==> src/rtl/rob2w_commit.sv <==
// rtl/rob2w_commit.sv - dual-issue in-order commit buffer feeding a two-write-port register file
module rob2w_commit #(
    parameter int DEPTH = 8,
    parameter int TAGW  = 3
) (
    input  logic            clk,
    input  logic            clrn,
    input  logic            flush,
    input  logic            alloc_x,
    input  logic            alloc_y,
    input  logic [4:0]      alloc_wnx,
    input  logic [4:0]      alloc_wny,
    input  logic            alloc_wex,
    input  logic            alloc_wey,
    output logic            alloc_rdy,
    output logic [TAGW-1:0] tag_x,
    output logic [TAGW-1:0] tag_y,
    input  logic            cmp_vx,
    input  logic            cmp_vy,
    input  logic [TAGW-1:0] cmp_tx,
    input  logic [TAGW-1:0] cmp_ty,
    input  logic [31:0]     cmp_dx,
    input  logic [31:0]     cmp_dy,
    output logic [4:0]      wnx,
    output logic [4:0]      wny,
    output logic [31:0]     dx,
    output logic [31:0]     dy,
    output logic            wex,
    output logic            wey,
    output logic            ret_x,
    output logic            ret_y,
    output logic [TAGW:0]   count,
    output logic            empty
);

    // Highest occupancy that still leaves room for a full pair.
    localparam logic [TAGW:0] ALLOC_LIMIT = (TAGW+1)'(DEPTH - 2);

    logic [DEPTH-1:0] valid;
    logic [DEPTH-1:0] done;
    logic [DEPTH-1:0] we;
    logic [4:0]       wn   [DEPTH];
    logic [31:0]      data [DEPTH];

    logic [TAGW-1:0]  head;
    logic [TAGW-1:0]  tail;
    logic [TAGW-1:0]  head1;
    logic [TAGW-1:0]  tail1;

    logic             alloc_go;
    logic             alloc_two;
    logic [TAGW:0]    n_alloc;
    logic [TAGW:0]    n_ret;

    assign head1 = head + 1'b1;
    assign tail1 = tail + 1'b1;

    assign tag_x = tail;
    assign tag_y = tail1;

    // Freed slots are only credited once count itself has dropped.
    assign alloc_rdy = (count <= ALLOC_LIMIT);
    assign empty     = (count == '0);

    assign alloc_go  = alloc_x & alloc_rdy;
    assign alloc_two = alloc_go & alloc_y;

    // Retire straight from registered state; no bypass from this cycle's completions.
    assign ret_x = valid[head] & done[head];
    assign ret_y = ret_x & valid[head1] & done[head1];

    assign wnx = wn[head];
    assign dx  = data[head];
    assign wex = ret_x & we[head] & (wn[head] != 5'd0);

    assign wny = wn[head1];
    assign dy  = data[head1];
    assign wey = ret_y & we[head1] & (wn[head1] != 5'd0);

    // Number of entries entering and leaving the buffer this cycle.
    always_comb begin
        n_alloc = '0;
        n_ret   = '0;
        if (alloc_two) begin
            n_alloc = (TAGW+1)'(2);
        end else if (alloc_go) begin
            n_alloc = (TAGW+1)'(1);
        end
        if (ret_y) begin
            n_ret = (TAGW+1)'(2);
        end else if (ret_x) begin
            n_ret = (TAGW+1)'(1);
        end
    end

    // Entry array and pointer update: flush beats everything, y completion beats x.
    always_ff @(posedge clk or negedge clrn) begin
        if (!clrn) begin
            valid <= '0;
            done  <= '0;
            we    <= '0;
            head  <= '0;
            tail  <= '0;
            count <= '0;
            for (int i = 0; i < DEPTH; i++) begin
                wn[i]   <= 5'd0;
                data[i] <= 32'd0;
            end
        end else if (flush) begin
            valid <= '0;
            done  <= '0;
            head  <= '0;
            tail  <= '0;
            count <= '0;
        end else begin
            if (cmp_vx && valid[cmp_tx]) begin
                done[cmp_tx] <= 1'b1;
                data[cmp_tx] <= cmp_dx;
            end
            if (cmp_vy && valid[cmp_ty]) begin
                done[cmp_ty] <= 1'b1;
                data[cmp_ty] <= cmp_dy;
            end
            if (ret_x) begin
                valid[head] <= 1'b0;
            end
            if (ret_y) begin
                valid[head1] <= 1'b0;
            end
            if (alloc_go) begin
                valid[tail] <= 1'b1;
                done[tail]  <= 1'b0;
                we[tail]    <= alloc_wex;
                wn[tail]    <= alloc_wnx;
            end
            if (alloc_two) begin
                valid[tail1] <= 1'b1;
                done[tail1]  <= 1'b0;
                we[tail1]    <= alloc_wey;
                wn[tail1]    <= alloc_wny;
            end
            head  <= head + n_ret[TAGW-1:0];
            tail  <= tail + n_alloc[TAGW-1:0];
            count <= count + n_alloc - n_ret;
        end
    end

endmodule
==> config.mk <==
export PLATFORM = sky130hd
export DESIGN_NAME = rob2w_commit
export DESIGN_NICKNAME = d
export VERILOG_FILES = /design/src/rtl/rob2w_commit.sv
export SDC_FILE = /design/constraint.sdc
export NUM_CORES = 1
export LEC_CHECK = 0
export ABC_CLOCK_PERIOD_IN_PS = 4100
export CAP_MARGIN = 15
export CORE_UTILIZATION = 25
export CTS_CLUSTER_SIZE = 28
export DETAILED_ROUTE_END_ITERATION = 8
export PLACE_DENSITY_LB_ADDON = 0.15
export RECOVER_POWER = 25
export REMOVE_ABC_BUFFERS = 1
export SYNTH_ARGS = -nofsm -noshare
export SYNTH_HDL_FRONTEND = slang
export SYNTH_SLANG_ARGS = --single-unit
==> constraint.sdc <==
create_clock -name clk -period 4.1 [get_ports clk]
set_input_delay 0.82 -clock clk [delete_from_list [all_inputs] [get_ports clk]]
set_output_delay 0.82 -clock clk [all_outputs]
set_load 0.05 [all_outputs]
### After elaboration in Yosys (flattened, before gate mapping)

Index checks and enable logic that the tools add are counted.

| operators by class | value |
|---|---|
| magnitude comparators | 23 |
| reductions and logical operators | 15 |
| multiplexer cells | 86 |
| add/subtract/negate cells | 6 |
| bitwise logic cells | 27 |

Operator list:

| cell | number |
|---|---|
| two-way mux 256 bit | 3 |
| bitwise mux 256 bit | 2 |
| binary-select mux 32 bit (select 3 bit) | 2 |
| demux 32 bit (select 3 bit) | 2 |
| two-way mux 32 bit | 6 |
| two-way mux 8 bit | 19 |
| two-way mux 40 bit | 3 |
| bitwise mux 40 bit | 2 |
| AND 8 bit | 4 |
| inverter 8 bit | 4 |
| OR 8 bit | 4 |
| binary-select mux 5 bit (select 3 bit) | 2 |
| demux 5 bit (select 3 bit) | 2 |
| two-way mux 5 bit | 6 |
| binary-select mux 1 bit (select 3 bit) | 8 |
| >= comparator 4 bit, second input constant | 6 |
| less-than comparator 3 x 4 -> 1 bit, second input constant | 6 |
| inverter 3 -> 4 bit | 6 |
| demux 1 bit (select 3 bit) | 6 |
| >= comparator 3 x 1 -> 1 bit, second input constant | 6 |
| bitwise mux 8 bit | 2 |
| less-than comparator 4 x 1 -> 1 bit, second input constant | 4 |
| two-way mux 1 bit | 16 |
| logical AND 1 bit | 12 |
| 11 further kinds | 24 |

| word-level totals | value |
|---|---|
| bits in registers | 330 |
| input port bits | 89 |
| output and inout port bits | 90 |

### Depth between registers and ports, before layout

| depth | value |
|---|---|
| depth in word-level cells | 17 |
| gate-level depth with buffers | 15 |

### Least setup slack after synthesis

Ideal clock, no wire load.

| path | value |
|---|---|
| path type | flip-flop to output port |
| start | register head[1] |
| end | output port wex |
| arrival | 3.369 ns |
| path buffers | 4 |
| cell stages (with the launch flop) | 9 |
| path slack | -0.089 ns |
| data required time | 3.280 ns |
| cell sequence | dfrtp_1 clkbuf_1 buf_2 clkbuf_1 buf_1 a21oi_1 o211ai_1 nor3_1 a21oi_1 |

| between the ends | value |
|---|---|
| word-level cells in the longest chain between the ends | 6 |
| elaborated cells on any way between the ends | 14 |
| those cells by class | 9 x mux; 4 x bitwise; 1 x reduce/logical |

Ends and longest elaborated chain:

| element | line | text |
|---|---|---|
| from (decl) | 45 | `logic [TAGW-1:0] head;` |
| from (signal assigned) | 142 | `head <= head + n_ret[TAGW-1:0];` |
| inverter 3 -> 4 bit | n/a |  |
| binary-select mux 5 bit (select 3 bit) | n/a |  |
| two-way mux 5 bit (2 in series) | n/a |  |
| via wnx[0] | 24 | `output logic [4:0] wnx,` |
| nonzero test 5 bit | 74 | `assign wex = ret_x & we[head] & (wn[head] != 5'd0);` |
| AND 1 bit | 74 |  |
| to (decl) | 28 | `output logic wex,` |

The timed path passes the listed nets, and every way through them passes these cells. The select of a mux whose other input is x is not followed.

### Final worst setup path

| path | value |
|---|---|
| start | register head[0] |
| end | output port dx[14] |

| between the ends | value |
|---|---|
| word-level cells in the longest chain between the ends | 4 |

Ends and longest elaborated chain:

| element | line | text |
|---|---|---|
| inverter 3 -> 4 bit (implied by the code) | 73 | `assign dx = data[head];` |
| binary-select mux 32 bit (select 3 bit) | 73 |  |
| two-way mux 32 bit (implied by the code) (2 in series) | 73 |  |
| to (decl) | 26 | `output logic [31:0] dx,` |

Every way passes these cells. The select of a mux whose other input is x is not followed.

==> key figures <==
CTS
  – CTS Hold Bufs: 0
  – Worst-Skew Late Latency: 0.60 ns
  – Clock root buffer: clkbuf_16
  – Num CTS Buffers: 44
  – H-tree levels: 2
  – Worst-case clock buffer depth: 3
  – Clock sink count: 330
  – Clock transition at path regs: 0.05 ns
  – CTS tree: done

Timing
  – Final hold vios: 0
  – Max Clk Rate: 245 MHz
  – Final TNS setup: 0 ns
  – RSZ-0062 raised after global routing: false
  – Fin Clk Skew: 0.0246 ns
  – Min Tclk post-route: 4.08 ns
  – Setup violations, final: 0
  – Worst-Margin Slew: 2.82 ns
  – Fin crit share: 0.996
  – Slew margin rel.: -0.880
  – Final-report max-slew violation count: 96

Finish
  – Area Overhead vs Synth: 28.4%
  – Final Util: 0.327
  – Share of cells above drive strength 1: 0.151
  – Final #Nets: 2,429
  – Fin area: 25,500 sq um

Status
  – Status: finished with violations
  – Violated checks: max-capacitance violations, max-slew violations

Floorplanning
  – Die Area: 80,600 sq um
  – Site Rows: 102
  – Die Ht: 284 microns
  – Initial Utilization: 0.255
  – Core region area: 78,000 sq um
  – Top Ports: 179
  – Die span in x: 284 microns

Setup path
  – CP arrival: 3.26 ns
  – Crit start category: register
  – Slowest CP cell: buf_4
  – Crit-path cells: buf_12 > nor3b_2 > buf_4 > a22o_1 > a221oi_1 > nand3_1 > buf_12
  – Kind of critical path: reg2out
  – Top cell by count, worst path: buf_12
  – Worst-path maximum fanout: 63
  – Worst EP required: 3.28 ns
  – Worst setup EP type: output port
  – CP peak stage delay: 0.63 ns

Yosys
  – Yosys warnings: 0
  – Gate Count Post-Synth: 2,237
  – Mapped Area: 19,900 sq um
  – Yosys reg bits: 330
  – Most used DFF post-synth: dfrtp_1
  – Post-synthesis cell type count: 64
  – Syn_area_per_cell: 8.88 sq um
  – Async set or reset register ratio after synthesis: 1.00
  – Sequential share of the synthesized area: 0.416
  – Number of synthesized flops with an enable pin: 0

GRT
  – Overall Global Routing Usage: 0.234
  – Initial antenna violation count: 3
  – Largest net degree at the start of global routing: 98
  – Global route total overflow: 0
  – Vias in the first global route: 20,000
  – First-pass GRT wire length: 141 mm

Power and ir drop
  – Cell-internal power: 9.24 mW
  – Sw frac: 0.376
  – Psw: 5.57 mW
  – Lkg Pwr: 9.61 nW
  – Total Power: 14.8 mW
  – Clock share of power: 0.274
  – Sequential power share: 0.337
  – Maximum VDD drop: 0.463 mV
  – Power Density: 581 nW/um^2
  – Comb power frac: 0.389

Route
  – Routed Wire Length: 97.2 mm
  – Drt via density: 6.02
  – Wirelength per Cell: 28.6 microns
  – Drt pass-1 iters: 6
  – Drt drc: 0
  – DR iter-0 viols: 2,507
  – Antenna Nets Post-Route: 0
  – DR vias: 20,500

Place
  – DP HPWL: 56.2 mm
  – RePlAce Congestion: 0.834
  – Cell Area, Placed: 24,000 sq um
  – Port Buffers: 178

Worst hold path
  – Hold crit path type: reg2reg

Flow run
  – Max_cap viols: 1
[metrics by stage]
stage	setup slack, ns	instances	hold WS (ns)
floorplan	-1.85	2006	0.472
global placement	0.322	3317	0.497
detailed placement	0.271	3317	0.507
CTS	0.0112	3396	0.323
global route	0.00553	3399	0.534
finish	0.0155	3400	0.518
[synth_stat cells, types with 3 or more instances]
master     instances  area [sq um]
fa_1               4          80.1
o21ai_0           14          70.1
mux4_2            13           293
inv_1             14          52.6
nand4_1           42           263
a32oi_1            3          26.3
dfrtp_1          330          8260
or3_1              4          25.0
nand3_1           36           180
a311oi_1          33           289
mux2_2             9           101
nand4b_1           3          26.3
a21bo_2            8          80.1
and3_1             6          37.5
o2111ai_1          4          35.0
a22oi_1          190          1430
a221o_1           65           651
o211ai_1          10          75.1
nand2_1          118           443
a31o_2             4          35.0
clkbuf_1         160           601
a221oi_1          25           219
ha_1              10           125
nor3b_1            9          67.6
nor2b_1           49           307
nor3_1           208          1040
a22o_1            31           272
nand3b_1           4          30.0
a21oi_1           28           140
buf_2             41           205
xnor2_1            6          52.6
nor2_1           359          1350
or2_2             35           219
a211oi_1         161          1210
o22a_1            96           841
and2_1            12          75.1
a31oi_1           11          68.8
nand2b_1           4          25.0
o22ai_1            4          25.0
buf_1             30           113
mux2i_1           13           130
[cell families (layout without fill, tap and decap cells)]
logic type	after synthesis	count (layout)	share of synthesized area
buf+inv	247	369	0.0493
compound gates	701	701	0.282
other cells	0	1	0
flops	330	330	0.416
xor+xnor	7	7	0.00309
fa+ha+maj	14	14	0.0103
mux	35	35	0.0264
simple gates	903	903	0.214
[power by group through the flow]
| stage | combinational (mW) | sequential, mW | clock (mW) |
|---|---|---|---|
| 6_report | 5.76 | 5.00 | 4.06 |
| 2_1_floorplan | 3.20 | 4.79 | 0 |
| 3_5_place_dp | 5.77 | 5.02 | 0 |
| 3_3_place_gp | 5.70 | 5.00 | 0 |
| 4_1_cts | 5.79 | 4.97 | 4.14 |
| 5_1_grt | 6.08 | 5.11 | 4.27 |
[registers in the layout (all words and copies together), names as in the netlist]
| register | cells |
|---|---|
| data | 256 |
| wn | 40 |
| done | 8 |
| valid | 8 |
| we | 8 |
| count | 4 |
| head | 3 |
| tag_x | 3 |
[placed cells by master (no fill, tap or decap), types with 25 or more instances in the layout]
master           netlist  routed
nor2_1               359     349
dfrtp_1              330     328
nor3_1               208     205
a22oi_1              190     190
a211oi_1             161     161
nand2_1              118     118
clkdlybuf4s50_1        0     101
o22a_1                96      96
buf_12                 0      95
buf_4                  0      72
a221o_1               65      65
nor2b_1               49      45
clkbuf_16              0      45
nand4_1               42      42
or2_2                 35      35
nand3_1               36      33
a311oi_1              33      33
a22o_1                31      31
a221oi_1              25      25
[path summary, 6_finish.rpt]
path	depth (start not counted)	slack [ns]	start	end
max in group asynchronous	2	0.74	clrn	wn[18]
hold / removal	1	0.52	wn[37]	wn[37]
setup reg to reg	14	0.66	head[0]	count[3]
hold reg to reg	1	0.52	wn[37]	wn[37]
setup / recovery	7	0.02	head[0]	dx[14]
min in group asynchronous	1	1.13	clrn	data[224]
[cell type report]
| type | count | area (sq um) |
|---|---|---|
| antenna | 1 | 2.50 |
| clock buffer | 70 | 1350 |
| clock inverter | 9 | 159 |
| fill | 7926 | 52500 |
| inverter | 16 | 60.1 |
| multi-input combinational | 1660 | 10900 |
| sequential | 330 | 8260 |
| tap | 1040 | 1300 |
| timing repair buffer | 274 | 3490 |
[per-layer routing]
metal	up-vias	wire length [microns]	GRT usage
met5	-	32	0
met2	1292	43600	0.360
met3	205	9660	0.0580
met1	10300	40900	0.316
li1	8708	-	-
met4	6	3110	0.0838
[critical path: cells and delay by family, from the launching register on]
family                 cells  cell delay, ns
buffers and inverters      3            1.04
flip-flops                 1            0.43
AND/OR/NAND/NOR            2            0.92
AO/OA/AOI/OAI              2            0.27
[timing repair]
action                     4_1_cts  5_1_grt
buffers inserted                 0        3
setup endpoints to repair       22       16
resized for setup                3        5
pin swaps                        0        1
(Power assumes the default switching activity.)
